`config.mk`:
```
export PLATFORM = sky130hd
export DESIGN_NAME = seg_scan_ctrl
export DESIGN_NICKNAME = d
export VERILOG_FILES = /design/src/rtl/seg_scan_ctrl.sv
export SDC_FILE = /design/constraint.sdc
export NUM_CORES = 1
export LEC_CHECK = 0
export ABC_CLOCK_PERIOD_IN_PS = 2450
export BUFFER_PORTS_ARGS = -buffer_cell sky130_fd_sc_hd__clkbuf_2
export CAP_MARGIN = 10
export CORE_MARGIN = 3
export CORE_UTILIZATION = 44
export CTS_CLUSTER_SIZE = 25
export DETAILED_ROUTE_END_ITERATION = 12
export GPL_TIMING_DRIVEN = 0
export PLACE_DENSITY = 0.75
export REMOVE_ABC_BUFFERS = 1
export SLEW_MARGIN = 25
export SYNTH_ARGS = -nofsm -noshare
export SYNTH_HDL_FRONTEND = slang
export SYNTH_SLANG_ARGS = --single-unit
```
`constraint.sdc`:
```
create_clock -name clk -period 2.45 [get_ports clk]
set_input_delay 0.735 -clock clk [delete_from_list [all_inputs] [get_ports clk]]
set_output_delay 0.735 -clock clk [all_outputs]
set_load 0.02 [all_outputs]
```
`src/rtl/seg_scan_ctrl.sv`:
```
// Four-digit seven-segment scan controller: BLANK/SHOW time multiplexing with a
// double-buffered load/ready handshake. Optional blinking under DISP_BLINK_EN.
module seg_scan_ctrl #(
  parameter int CLK_DIV      = 100000,
  parameter int BLANK_CYC    = 16,
  parameter int BLINK_FRAMES = 64
) (
  input  logic        clk,
  input  logic        rst_n,
  input  logic        load,
  input  logic [19:0] digits_in,
  input  logic [3:0]  blink_mask,
  output logic        ready,
  output logic [4:0]  code,
  output logic [3:0]  an,
  output logic        frame_done
);

  localparam int MAX_CYC = (CLK_DIV > BLANK_CYC) ? CLK_DIV : BLANK_CYC;
  localparam int CW      = $clog2(MAX_CYC);
  localparam logic [CW-1:0] SHOW_LAST  = CW'(CLK_DIV - 1);
  localparam logic [CW-1:0] SHOW_PRE   = CW'(CLK_DIV - 2);
  localparam logic [CW-1:0] BLANK_LAST = CW'(BLANK_CYC - 1);

  typedef enum logic {
    ST_BLANK = 1'b0,
    ST_SHOW  = 1'b1
  } state_e;

  state_e          state_q, state_d;
  logic [1:0]      idx_q, idx_d;
  logic [CW-1:0]   cnt_q, cnt_d;
  logic [3:0][4:0] active_q, active_d;
  logic [19:0]     pend_q, pend_d;
  logic            pend_valid_q, pend_valid_d;
  logic [3:0]      an_q, an_d;
  logic [4:0]      code_q, code_d;
  logic            frame_done_q, frame_done_d;
  logic            ready_q, ready_d;
  logic            boundary_s;
  logic [3:0]      blink_s;

  // Phase sequencing, digit index, and the pending/active buffer swap.
  always_comb begin
    state_d      = state_q;
    cnt_d        = cnt_q;
    idx_d        = idx_q;
    active_d     = active_q;
    pend_d       = pend_q;
    pend_valid_d = pend_valid_q;
    boundary_s   = 1'b0;
    case (state_q)
      ST_BLANK: begin
        if (cnt_q == BLANK_LAST) begin
          state_d = ST_SHOW;
          cnt_d   = {CW{1'b0}};
        end else begin
          cnt_d = cnt_q + CW'(1);
        end
      end
      ST_SHOW: begin
        if (cnt_q == SHOW_LAST) begin
          state_d    = ST_BLANK;
          cnt_d      = {CW{1'b0}};
          idx_d      = idx_q + 2'd1;
          boundary_s = (idx_q == 2'd3);
        end else begin
          cnt_d = cnt_q + CW'(1);
        end
      end
      default: begin
        state_d = ST_BLANK;
        cnt_d   = {CW{1'b0}};
      end
    endcase
    // A load can only be accepted while pend is empty, so it never races the swap.
    if (boundary_s && pend_valid_q) begin
      active_d     = pend_q;
      pend_valid_d = 1'b0;
    end else if (load && !pend_valid_q) begin
      pend_d       = digits_in;
      pend_valid_d = 1'b1;
    end else begin
      pend_valid_d = pend_valid_q;
    end
  end

`ifdef DISP_BLINK_EN
  localparam int FW = (BLINK_FRAMES > 1) ? $clog2(BLINK_FRAMES) : 1;
  localparam logic [FW-1:0] FRAME_LAST = FW'(BLINK_FRAMES - 1);

  logic [FW-1:0] fcnt_q, fcnt_d;
  logic          blink_phase_q, blink_phase_d;

  // Frame counter toggling the blink phase every BLINK_FRAMES boundaries.
  always_comb begin
    fcnt_d        = fcnt_q;
    blink_phase_d = blink_phase_q;
    if (boundary_s) begin
      if (fcnt_q == FRAME_LAST) begin
        fcnt_d        = {FW{1'b0}};
        blink_phase_d = ~blink_phase_q;
      end else begin
        fcnt_d = fcnt_q + FW'(1);
      end
    end else begin
      fcnt_d = fcnt_q;
    end
    blink_s = blink_phase_d ? blink_mask : 4'b0000;
  end

  // Blink state registers.
  always_ff @(posedge clk or negedge rst_n) begin
    if (!rst_n) begin
      fcnt_q        <= {FW{1'b0}};
      blink_phase_q <= 1'b0;
    end else begin
      fcnt_q        <= fcnt_d;
      blink_phase_q <= blink_phase_d;
    end
  end
`else
  logic unused_blink_s;
  assign unused_blink_s = ^blink_mask;
  assign blink_s        = 4'b0000;
`endif

  // Outputs are computed from next state so the registers line up with state_q.
  always_comb begin
    if (state_d == ST_SHOW) begin
      an_d = ~(4'b0001 << idx_d) | blink_s;
    end else begin
      an_d = 4'b1111;
    end
    code_d       = active_d[idx_d];
    frame_done_d = (state_q == ST_SHOW) && (idx_q == 2'd3) && (cnt_q == SHOW_PRE);
    ready_d      = ~pend_valid_d;
  end

  // State and output registers.
  always_ff @(posedge clk or negedge rst_n) begin
    if (!rst_n) begin
      state_q      <= ST_BLANK;
      cnt_q        <= {CW{1'b0}};
      idx_q        <= 2'd0;
      active_q     <= 20'd0;
      pend_q       <= 20'd0;
      pend_valid_q <= 1'b0;
      an_q         <= 4'b1111;
      code_q       <= 5'd0;
      frame_done_q <= 1'b0;
      ready_q      <= 1'b1;
    end else begin
      state_q      <= state_d;
      cnt_q        <= cnt_d;
      idx_q        <= idx_d;
      active_q     <= active_d;
      pend_q       <= pend_d;
      pend_valid_q <= pend_valid_d;
      an_q         <= an_d;
      code_q       <= code_d;
      frame_done_q <= frame_done_d;
      ready_q      <= ready_d;
    end
  end

  assign an         = an_q;
  assign code       = code_q;
  assign frame_done = frame_done_q;
  assign ready      = ready_q;

endmodule

```
==> impl_metrics.toml, run 1 <==
[logic_synthesis]
ys_top_cells_by_area = "dfrtp_1 (52%), nand2_1 (8.7%), mux2_2 (7.4%), dfstp_2 (4.1%), o22ai_1 (3.5%)"
netlist.area_leader.share_pct = 52.4
yosys.area.top_type = "dfrtp_1"
synth-seq-area-share_pct = 56.5
synthFlopType = "dfrtp_1"
syn_inst = 303
synth_cell_type_count = 35
async_flop_share_pct = 100
yosys_warnings = 0
synth_edf_count = 0
syn-cell-area_um2 = 3200
synth_seq_cells = 72
synth.avg_cell_area_um2 = 10.6

[detailed_routing]
wl_per_cell_um = 15.0
firstDrtPassIters = 4
drt-vias-per-instance = 5.39
ant_nets = 0
num_vias = 2399
totalWireLength_um = 6670
drc = 0
first_iter_violations = 233

[sta]
fin_skew_ns = 0.0148
slew_headroom_pct = 52.4
tns_ns = 0
worst_hold_slack_ns = 0.328
final-hold-violation-count = 0
period_needed_ns = 2.30
finalSetupViolCount = 0
drv_slew = 0
rsz0062_at_grt = "false"
fin_crit_sh_pct = 94.0
worst_slack_ns = 0.147
fmax_mhz = 434
tightestPinTransition_ns = 0.710

[power]
combPwrFrac_pct = 3.6
clkPwrFrac_pct = 41.5
p_leak_nw = 1.76
netSwitchingPower_w = 0.000552
p_int_w = 0.00176
power-per-cell-area_nw_per_um2 = 616
ir_drop_mv = 0.305
sequentialPowerShare_pct = 54.9
swShare_pct = 23.9

[floorplanning]
dieArea_um2 = 8330
core_region_area_um2 = 6910
die_w_um = 91.3
die_h_um = 91.3
io_pins = 38
start_util_pct = 46.3
placementRows = 30

[placed_design]
place.gp.congestion = 0.778
post-place-cells = 424
dp_hpwl_um = 4440
port_buffers = 33
post_dp_cell_area_um2 = 3470
place_ws_ns = -0.474

[global_routing]
grt_use_total_pct = 16.9
grt_max_degree = 43
antenna_found_initial = 0
grt_overflow = 0
grt_pass1_wl_um = 11100
grt_pass1_vias = 2351

[setup_path]
worstSetupEndpointType = "flip-flop"
start_kind = "flip-flop"
worst-path-max-fanout = 12
path_class = "reg2reg"
crit_arrival_ns = 2.56
worstPathRequired_ns = 2.71

[worst_hold_path]
worstHoldPathType = "in2async"

[clock_tree]
cts_buffers = 9
h-tree-depth = 3
root_buffer = "clkbuf_8"
path_clk_slew_ns = 0.09
cts_max_path_buffers = 2
cts_tree = "built"
clk_latency_ns = 0.36
clock-sinks = 72

[finish]
final_area_um2 = 3750
syn2layout_area_growth_pct = 17.2
final_common_cell = "nand2_1"
layout_common_cells = "nand2_1 (74), dfrtp_1 (67), clkbuf_2 (32), mux2_2 (21), nor2_1 (20)"
diodes = 0
drive_above_1_share_pct = 28.7
layoutNonFillerInstCount = 445
nets = 374

[outcome]
status = "completed"

[run]
cap_violations = 0
[repair_timing]
item,4_1_cts,5_1_grt
hold buffers,0,0
endpoints found under the hold margin,0,0
setup endpoints to repair,8,5
buffers inserted,1,3
gates cloned,1,0
pin swaps,1,1
resized for setup,3,3
[synth_stat cells (all sizes together) (4+ instances only)]
library cell,count
xor2,6
clkbuf,7
dfstp,5
o21ai,5
xnor2,10
mux2,21
nand2,75
nor3,14
o2bb2ai,4
o211ai,4
o22ai,18
nand3,11
dfrtp,67
nor2,21
inv,7
nand4,5
[path summary, 6_finish.rpt]
check	start	to	slack (ns)	depth (start not counted)
min	rst_n	active_q[7]	0.33	1
max reg2reg	cnt_q[4]	code[4]	0.15	6
max	cnt_q[4]	code[4]	0.15	6
min reg2reg	active_q[4]	active_q[4]	0.47	2
max in group asynchronous	rst_n	ready	1.50	2
min in group clk	active_q[4]	active_q[4]	0.47	2
[metrics by stage]
stage               util (%)  total power [W]
global route            54.3          0.00241
CTS                     53.7          0.00233
floorplan                  -          0.00132
global placement        49.7          0.00137
detailed placement      50.3          0.00138
finish                  54.3          0.00231
[sequential cells by signal (all words and copies together), names as in the netlist]
name and count:
cnt_q 17, idx_q 2, pend_valid_q 1, code 5, active_q 20, ready 1
state_q 1, frame_done 1, pend_q 20, an 4
[final cells by class]
class	count	area (um^2)
clock buffers	9	124
clock inverters	7	77.6
fillers	638	3160
inverters	7	26.3
multi-input cells	215	1370
flip-flops and latches	72	1810
well taps	96	120
repair buffers	39	229
[logic make-up (layout without fill, tap and decap cells)]
| kind of cell | after synthesis | in the layout | share of synthesized area [%] |
|---|---|---|---|
| simple gates | 140 | 141 | 20.7 |
| flops | 72 | 72 | 56.5 |
| compound gates | 34 | 34 | 7.39 |
| mux | 21 | 21 | 7.39 |
| buf+inv | 17 | 62 | 2.46 |
| xor+xnor | 16 | 16 | 4.38 |
| fa+ha+maj | 3 | 3 | 1.17 |
[critical path, stage by stage (launching register included)]
cell	delay (ns)
dfrtp_1	0.46
nand4_1	0.15
or3_1	0.53
or2_4	0.40
a21oi_4	0.34
o22ai_1	0.13
a32oi_1	0.22
[layer usage]
layer  routed length (um)  up-vias  track usage (%)
li1                     -     1131                -
met1                 3150     1196             23.0
met2                 3080       62             25.8
met3                  316       10             4.14
met4                  118        0             7.54
met5                    0        -                0
[power by group through the flow]
stage	Combinational, W	Sequential [W]	Clock [W]
4_1_cts	0.0000867	0.00127	0.000979
3_3_place_gp	0.0000787	0.00129	0
2_1_floorplan	0.0000382	0.00128	0
3_5_place_dp	0.0000862	0.00129	0
6_report	0.0000835	0.00127	0.000959
5_1_grt	0.0000947	0.00127	0.00104
Power figures use the tool's default switching activity.
==> run 2: changes to the inputs <==
Settings changed: ABC_AREA set to 1, CORE_ASPECT_RATIO set to 1.2, CORE_UTILIZATION 44 to 49, PLACE_DENSITY 0.75 to 0.81.
==> run 2 against run 1 <==
  * Non-clock buffer count down 5
  * Final area increased by 1.1%
  * Clock skew is 0.0078 ns lower
  * First-iteration DRC count is 60% lower
  * Clock-buffer cell count is 1 higher
  * Flip-flop and latch count is the same
  * Combinational power decreased by 5.6%
  * Via count up 2.5%
  * Synthesized cell count increased by 15%
  * Highest routed layer unchanged
==> impl_metrics.toml, run 2 <==
[clock_tree]
cts_hold_buf = 0
clk_latency_ns = 0.35
path_clk_slew_ns = 0.07
clock-sinks = 72
root_buffer = "clkbuf_8"
cts_tree = "built"
cts_max_path_buffers = 2
h-tree-depth = 3
cts_buffers = 9

[global_routing]
grt_overflow = 0
grt_pass1_wl_um = 11000
antenna_found_initial = 0
grt_max_degree = 47
grt_pass1_vias = 2465
grt_use_total_pct = 17.8

[logic_synthesis]
netlist_top_cells_count = "nand2_1 (105), dfrtp_1 (67), nand4_1 (27), inv_1 (26), mux2_2 (20)"
syn_inst = 348
synth_cell_type_count = 32
yosys_warnings = 0
synth_edf_count = 0
synth.avg_cell_area_um2 = 9.69
synth-xor-area-share_pct = 2.08
synth_most_common_cell = "nand2_1"
syn-cell-area_um2 = 3370
ys_top_cells_by_area = "dfrtp_1 (50%), nand2_1 (12%), mux2_2 (6.7%), nand4_1 (5.0%), dfstp_2 (3.9%)"
netlist.area_leader.share_pct = 49.7
synthMuxAreaShare_pct = 6.68
synth_simple_gate_area_share_pct = 27.8
yosys.area.top_type = "dfrtp_1"
synth_top_family_by_area = "simple AND/OR/NAND/NOR gates"
synth-seq-area-share_pct = 53.6
synthFlopType = "dfrtp_1"
synth_compound_area_share_pct = 1.93
synth_adder_area_share_pct = 1.11
synth_seq_cells = 72
async_flop_share_pct = 100

[floorplanning]
placementRows = 32
core_region_area_um2 = 6570
io_pins = 38
die_w_um = 81.7
dieArea_um2 = 7910
die_h_um = 96.9
start_util_pct = 51.3

[sta]
final-hold-violation-count = 0
finalSetupViolCount = 0
fin_crit_sh_pct = 90.4
fmax_mhz = 451
tightestPinTransition_ns = 0.831
fin_skew_ns = 0.00699
tns_ns = 0
period_needed_ns = 2.22
slew_headroom_pct = 44.4
worst_hold_slack_ns = 0.331
rsz0062_at_grt = "false"
drv_slew = 0

[finish]
diodes = 0
reg.largest.list = "active_q x20, pend_q x20, cnt_q x17"
syn2layout_area_growth_pct = 12.4
final_common_cell = "nand2_1"
layout_common_cells = "nand2_1 (105), dfrtp_1 (67), clkbuf_2 (32), nand4_1 (27), inv_1 (26)"
nets = 410
drive_above_1_share_pct = 26.8

[detailed_routing]
num_vias = 2458
totalWireLength_um = 6280
drt-vias-per-instance = 5.23
firstDrtPassIters = 4
ant_nets = 0
first_iter_violations = 94
wl_per_cell_um = 13.4
drc = 0

[setup_path]
worstPathRequired_ns = 2.69
startpoint = "cnt_q[9]"
crit_arrival_ns = 2.46
worstSetupEndpointType = "flip-flop"
path_class = "reg2reg"
worst-path-max-fanout = 25
start_kind = "flip-flop"
r2r_start = "cnt_q[9]"

[power]
p_leak_nw = 1.96
p_total_w = 0.00236
ir_drop_mv = 0.383
power-per-cell-area_nw_per_um2 = 622

[worst_hold_path]
worstHoldPathType = "in2async"

[run]
cap_violations = 0

[outcome]
status = "completed"

[placed_design]
place.gp.congestion = 0.825
port_buffers = 33
dp_hpwl_um = 4260
-- run 2: cell types whose count changed after synthesis, sizes merged, moves of 3 or more --
cell,previous run,this run
nand2,75,114
inv,7,29
nand4,5,27
o22ai,18,0
nor3,14,5
xnor2,10,1
buf,3,11
clkbuf,7,2
nand3,11,16
nor2,21,26
o211ai,4,0
o2bb2ai,4,0
and3,3,0
-- run 2: path summary, 6_finish.rpt --
kind | to | slack (ns) | cells after the start
max in group asynchronous | an[2] | 1.52 | 2
worst max register to register | code[0] | 0.23 | 11
worst min-delay path | cnt_q[11] | 0.33 | 1
min in group clk | active_q[19] | 0.47 | 2
worst min register to register | active_q[19] | 0.47 | 2
worst max-delay path | code[0] | 0.23 | 11
-- run 2: final cells by class --
cell class	instances	area, um^2
clock buffer	10	138
tap	85	106
clock inverter	6	82.6
inverter	31	121
fill	597	2780
sequential	72	1810
timing repair buffer	34	195
multi-input combinational	232	1340
-- run 2: power breakdown --
part | total, W | internal [W] | leakage (nW) | switching [W]
sequential | 0.00125 | 0.00123 | 0.937 | 0.0000189
clock | 0.00103 | 0.000595 | 0.112 | 0.000438
combinational | 0.0000788 | 0.0000438 | 0.914 | 0.0000350
-- run 2: per-stage QoR --
stage / area (um^2) / setup slack, ns / utilization, % / instances
2_1_floorplan: 3260 / 0.648 / - / 335
3_3_place_gp: 3530 / 0.117 / 53.8 / 453
3_5_place_dp: 3560 / 0.153 / 54.3 / 454
4_1_cts: 3780 / 0.107 / 57.6 / 470
5_1_grt: 3790 / 0.0822 / 57.7 / 470
6_report: 3790 / 0.235 / 57.7 / 470
-- run 2: per-layer routing --
metal | global-route usage, % | share of wire [%] | vias to the layer above
li1 | - | - | 1193
met1 | 23.0 | 43 | 1191
met2 | 28.2 | 50 | 59
met3 | 3.63 | 4.7 | 15
met4 | 8.44 | 2.3 | 0
met5 | 0 | 0 | -
-- run 2: critical path, stage by stage (launching register included) --
cell and delay (ns):
dfrtp_1 0.43, nand2_1 0.13, clkinv_1 0.09, nand2_2 0.07
nor2_4 0.50, nand3_4 0.36, nand2_1 0.17, nand2_1 0.10
nand2_1 0.08, nand2_1 0.05, nand2_1 0.06, nand2_1 0.06
-- run 2: what timing repair did --
| action | 4_1_cts | 5_1_grt |
|---|---|---|
| hold endpoints to repair | 0 | 0 |
| buffers inserted | 0 | 0 |
| endpoints found under the setup margin | 0 | 5 |
| gates resized for setup | 0 | 1 |
-- run 2: cells by family after synthesis --
logic type / count (synthesis)
adders and majority gates: 3
muxes: 20
buffers and inverters: 44
DFF: 72
AOI/OAI and AO/OA: 10
and+or+nand+nor: 191
xor gates and xnor gates: 8
==> run 3: changes to the inputs <==
Settings changed: CORE_UTILIZATION 49 to 41, PLACE_DENSITY 0.81 to 0.71.
==> run 3 against run 2 <==
  * Clock-buffer cell count unchanged
  * Core utilization decreased by 9.3 points
  * Maximum frequency decreased by 1.2%
  * Total power increased by 0.25%
  * Hold slack got worse by 0.0060 ns
  * Sequential power about the same
  * Combinational power about the same
  * Routed wire length increased by 1.8%
  * Global-route usage decreased by 2.6 points
  * Setup slack got worse by 0.026 ns
  * Clock skew increased by 0.0026 ns
  * Critical path type unchanged
  * Critical endpoint is now code[4]
  * Largest cell class unchanged
  * Highest routed layer unchanged
==> impl_metrics.toml, run 3 (synthesis gave the netlist of run 2 again) <==
[detailed_routing]
ant_nets = 0
num_vias = 2415
firstDrtPassIters = 7
totalWireLength_um = 6390
wl_per_cell_um = 13.4
drt-vias-per-instance = 5.07
drc = 0
first_iter_violations = 92

[sta]
tns_ns = 0
period_needed_ns = 2.24
tightestPinTransition_ns = 0.808
finalSetupViolCount = 0
fin_crit_sh_pct = 91.5
slew_headroom_pct = 46.0
drv_slew = 0
final-hold-violation-count = 0
fmax_mhz = 446
worst_slack_ns = 0.209
fin_skew_ns = 0.00964
rsz0062_at_grt = "false"

[setup_path]
path_class = "reg2reg"
worstSetupEndpointType = "flip-flop"
crit_arrival_ns = 2.47
start_kind = "flip-flop"
worstPathRequired_ns = 2.68
worst-path-max-fanout = 25

[global_routing]
grt_overflow = 0
grt_pass1_vias = 2368
grt_max_degree = 49
grt_use_total_pct = 15.2
grt_pass1_wl_um = 11100
antenna_found_initial = 0

[finish]
layoutNonFillerInstCount = 476
drive_above_1_share_pct = 26.6
nets = 410
nFillCells = 719
reg.largest.list = "active_q x20, pend_q x20, cnt_q x17"
syn2layout_area_growth_pct = 12.7
regArea_um2 = 1810
diodes = 0
multi_input_area_um2 = 1340
layout_common_cells = "nand2_1 (105), dfrtp_1 (67), clkbuf_2 (32), nand4_1 (27), inv_1 (26)"
final_common_cell = "nand2_1"

[placed_design]
dp_hpwl_um = 4330
port_buffers = 33
place_ws_ns = 0.129
post-place-cells = 461
place.gp.congestion = 0.846

[power]
p_leak_nw = 1.96
clkPwrFrac_pct = 43.9
power-per-cell-area_nw_per_um2 = 622
ir_drop_mv = 0.329
netSwitchingPower_w = 0.000498
sequentialPowerShare_pct = 52.8
p_int_w = 0.00187
swShare_pct = 21.1
combPwrFrac_pct = 3.3

[clock_tree]
h-tree-depth = 3
cts_hold_buf = 0
cts_buffers = 9
root_buffer = "clkbuf_8"
clk_latency_ns = 0.35
cts_max_path_buffers = 2
clock-sinks = 72
cts_tree = "built"
path_clk_slew_ns = 0.07

[floorplanning]
die_w_um = 88.8
io_pins = 38
placementRows = 35
start_util_pct = 43.0
die_h_um = 105
core_region_area_um2 = 7840
dieArea_um2 = 9350

[run]
cap_violations = 0

[outcome]
status = "completed"

[worst_hold_path]
worstHoldPathType = "in2async"
## run 3: cell count changes in the layout (fill, tap and decap cells not counted)
cell and change:
clkinv_2 -2, clkinv_4 +1
## run 3: power groups by stage
stage | combinational [W] | sequential [W] | clock [W]
after global routing | 0.0000917 | 0.00125 | 0.00112
final | 0.0000787 | 0.00125 | 0.00104
after CTS | 0.0000818 | 0.00125 | 0.00106
after floorplan | 0.0000327 | 0.00126 | 0
after global placement | 0.0000730 | 0.00127 | 0
after detailed placement | 0.0000815 | 0.00127 | 0
## run 3: worst paths after layout
check | to | slack, ns | startpoint | depth (start not counted)
worst min register to register | active_q[18] | 0.47 | active_q[18] | 2
worst min-delay path | frame_done | 0.32 | rst_n | 1
max in group asynchronous | an[2] | 1.52 | rst_n | 2
min in group clk | active_q[18] | 0.47 | active_q[18] | 2
worst max-delay path | code[4] | 0.21 | cnt_q[8] | 10
worst max register to register | code[4] | 0.21 | cnt_q[8] | 10
## run 3: what timing repair did
item / 4_1_cts / 5_1_grt
gates resized for setup: 0 / 1
setup buffers: 0 / 0
endpoints found under the setup margin: 0 / 5
## run 3: cell type report
cell class,instances,share of cell area (%)
Timing Repair Buffer,34,5.14
Tap cell,92,3.03
Multi-Input combinational cell,232,35.3
Clock inverter,5,2.14
Inverter,31,3.20
Sequential cell,72,47.6
Clock buffer,10,3.62
## run 3: worst max-delay path, stage by stage (launching register included)
cell and delay, ns:
dfrtp_1 0.45, nor2_1 0.16, nand2_1 0.11, nor2_4 0.57, nand3_4 0.36, nand2_1 0.15, nand2_1 0.08, nand2_1 0.07
nand2_1 0.05, nand2_1 0.05, nand2_1 0.07
## run 3: metal layers
metal | up-vias | GRT usage, % | share of wire (%)
met3 | 10 | 3.28 | 3.4
li1 | 1195 | - | -
met5 | - | 0 | 0
met2 | 46 | 22.9 | 49
met4 | 0 | 6.91 | 2.2
met1 | 1164 | 20.8 | 46
## run 3: per-stage QoR
step | cell area (um^2) | total power (W) | utilization (%) | hold WS (ns)
2_1_floorplan | 3260 | 0.00130 | - | 0.431
4_1_cts | 3790 | 0.00239 | 48.4 | 0.322
5_1_grt | 3800 | 0.00246 | 48.4 | 0.336
6_report | 3800 | 0.00236 | 48.4 | 0.325
3_5_place_dp | 3570 | 0.00135 | 45.6 | 0.457
3_3_place_gp | 3540 | 0.00134 | 45.2 | 0.452
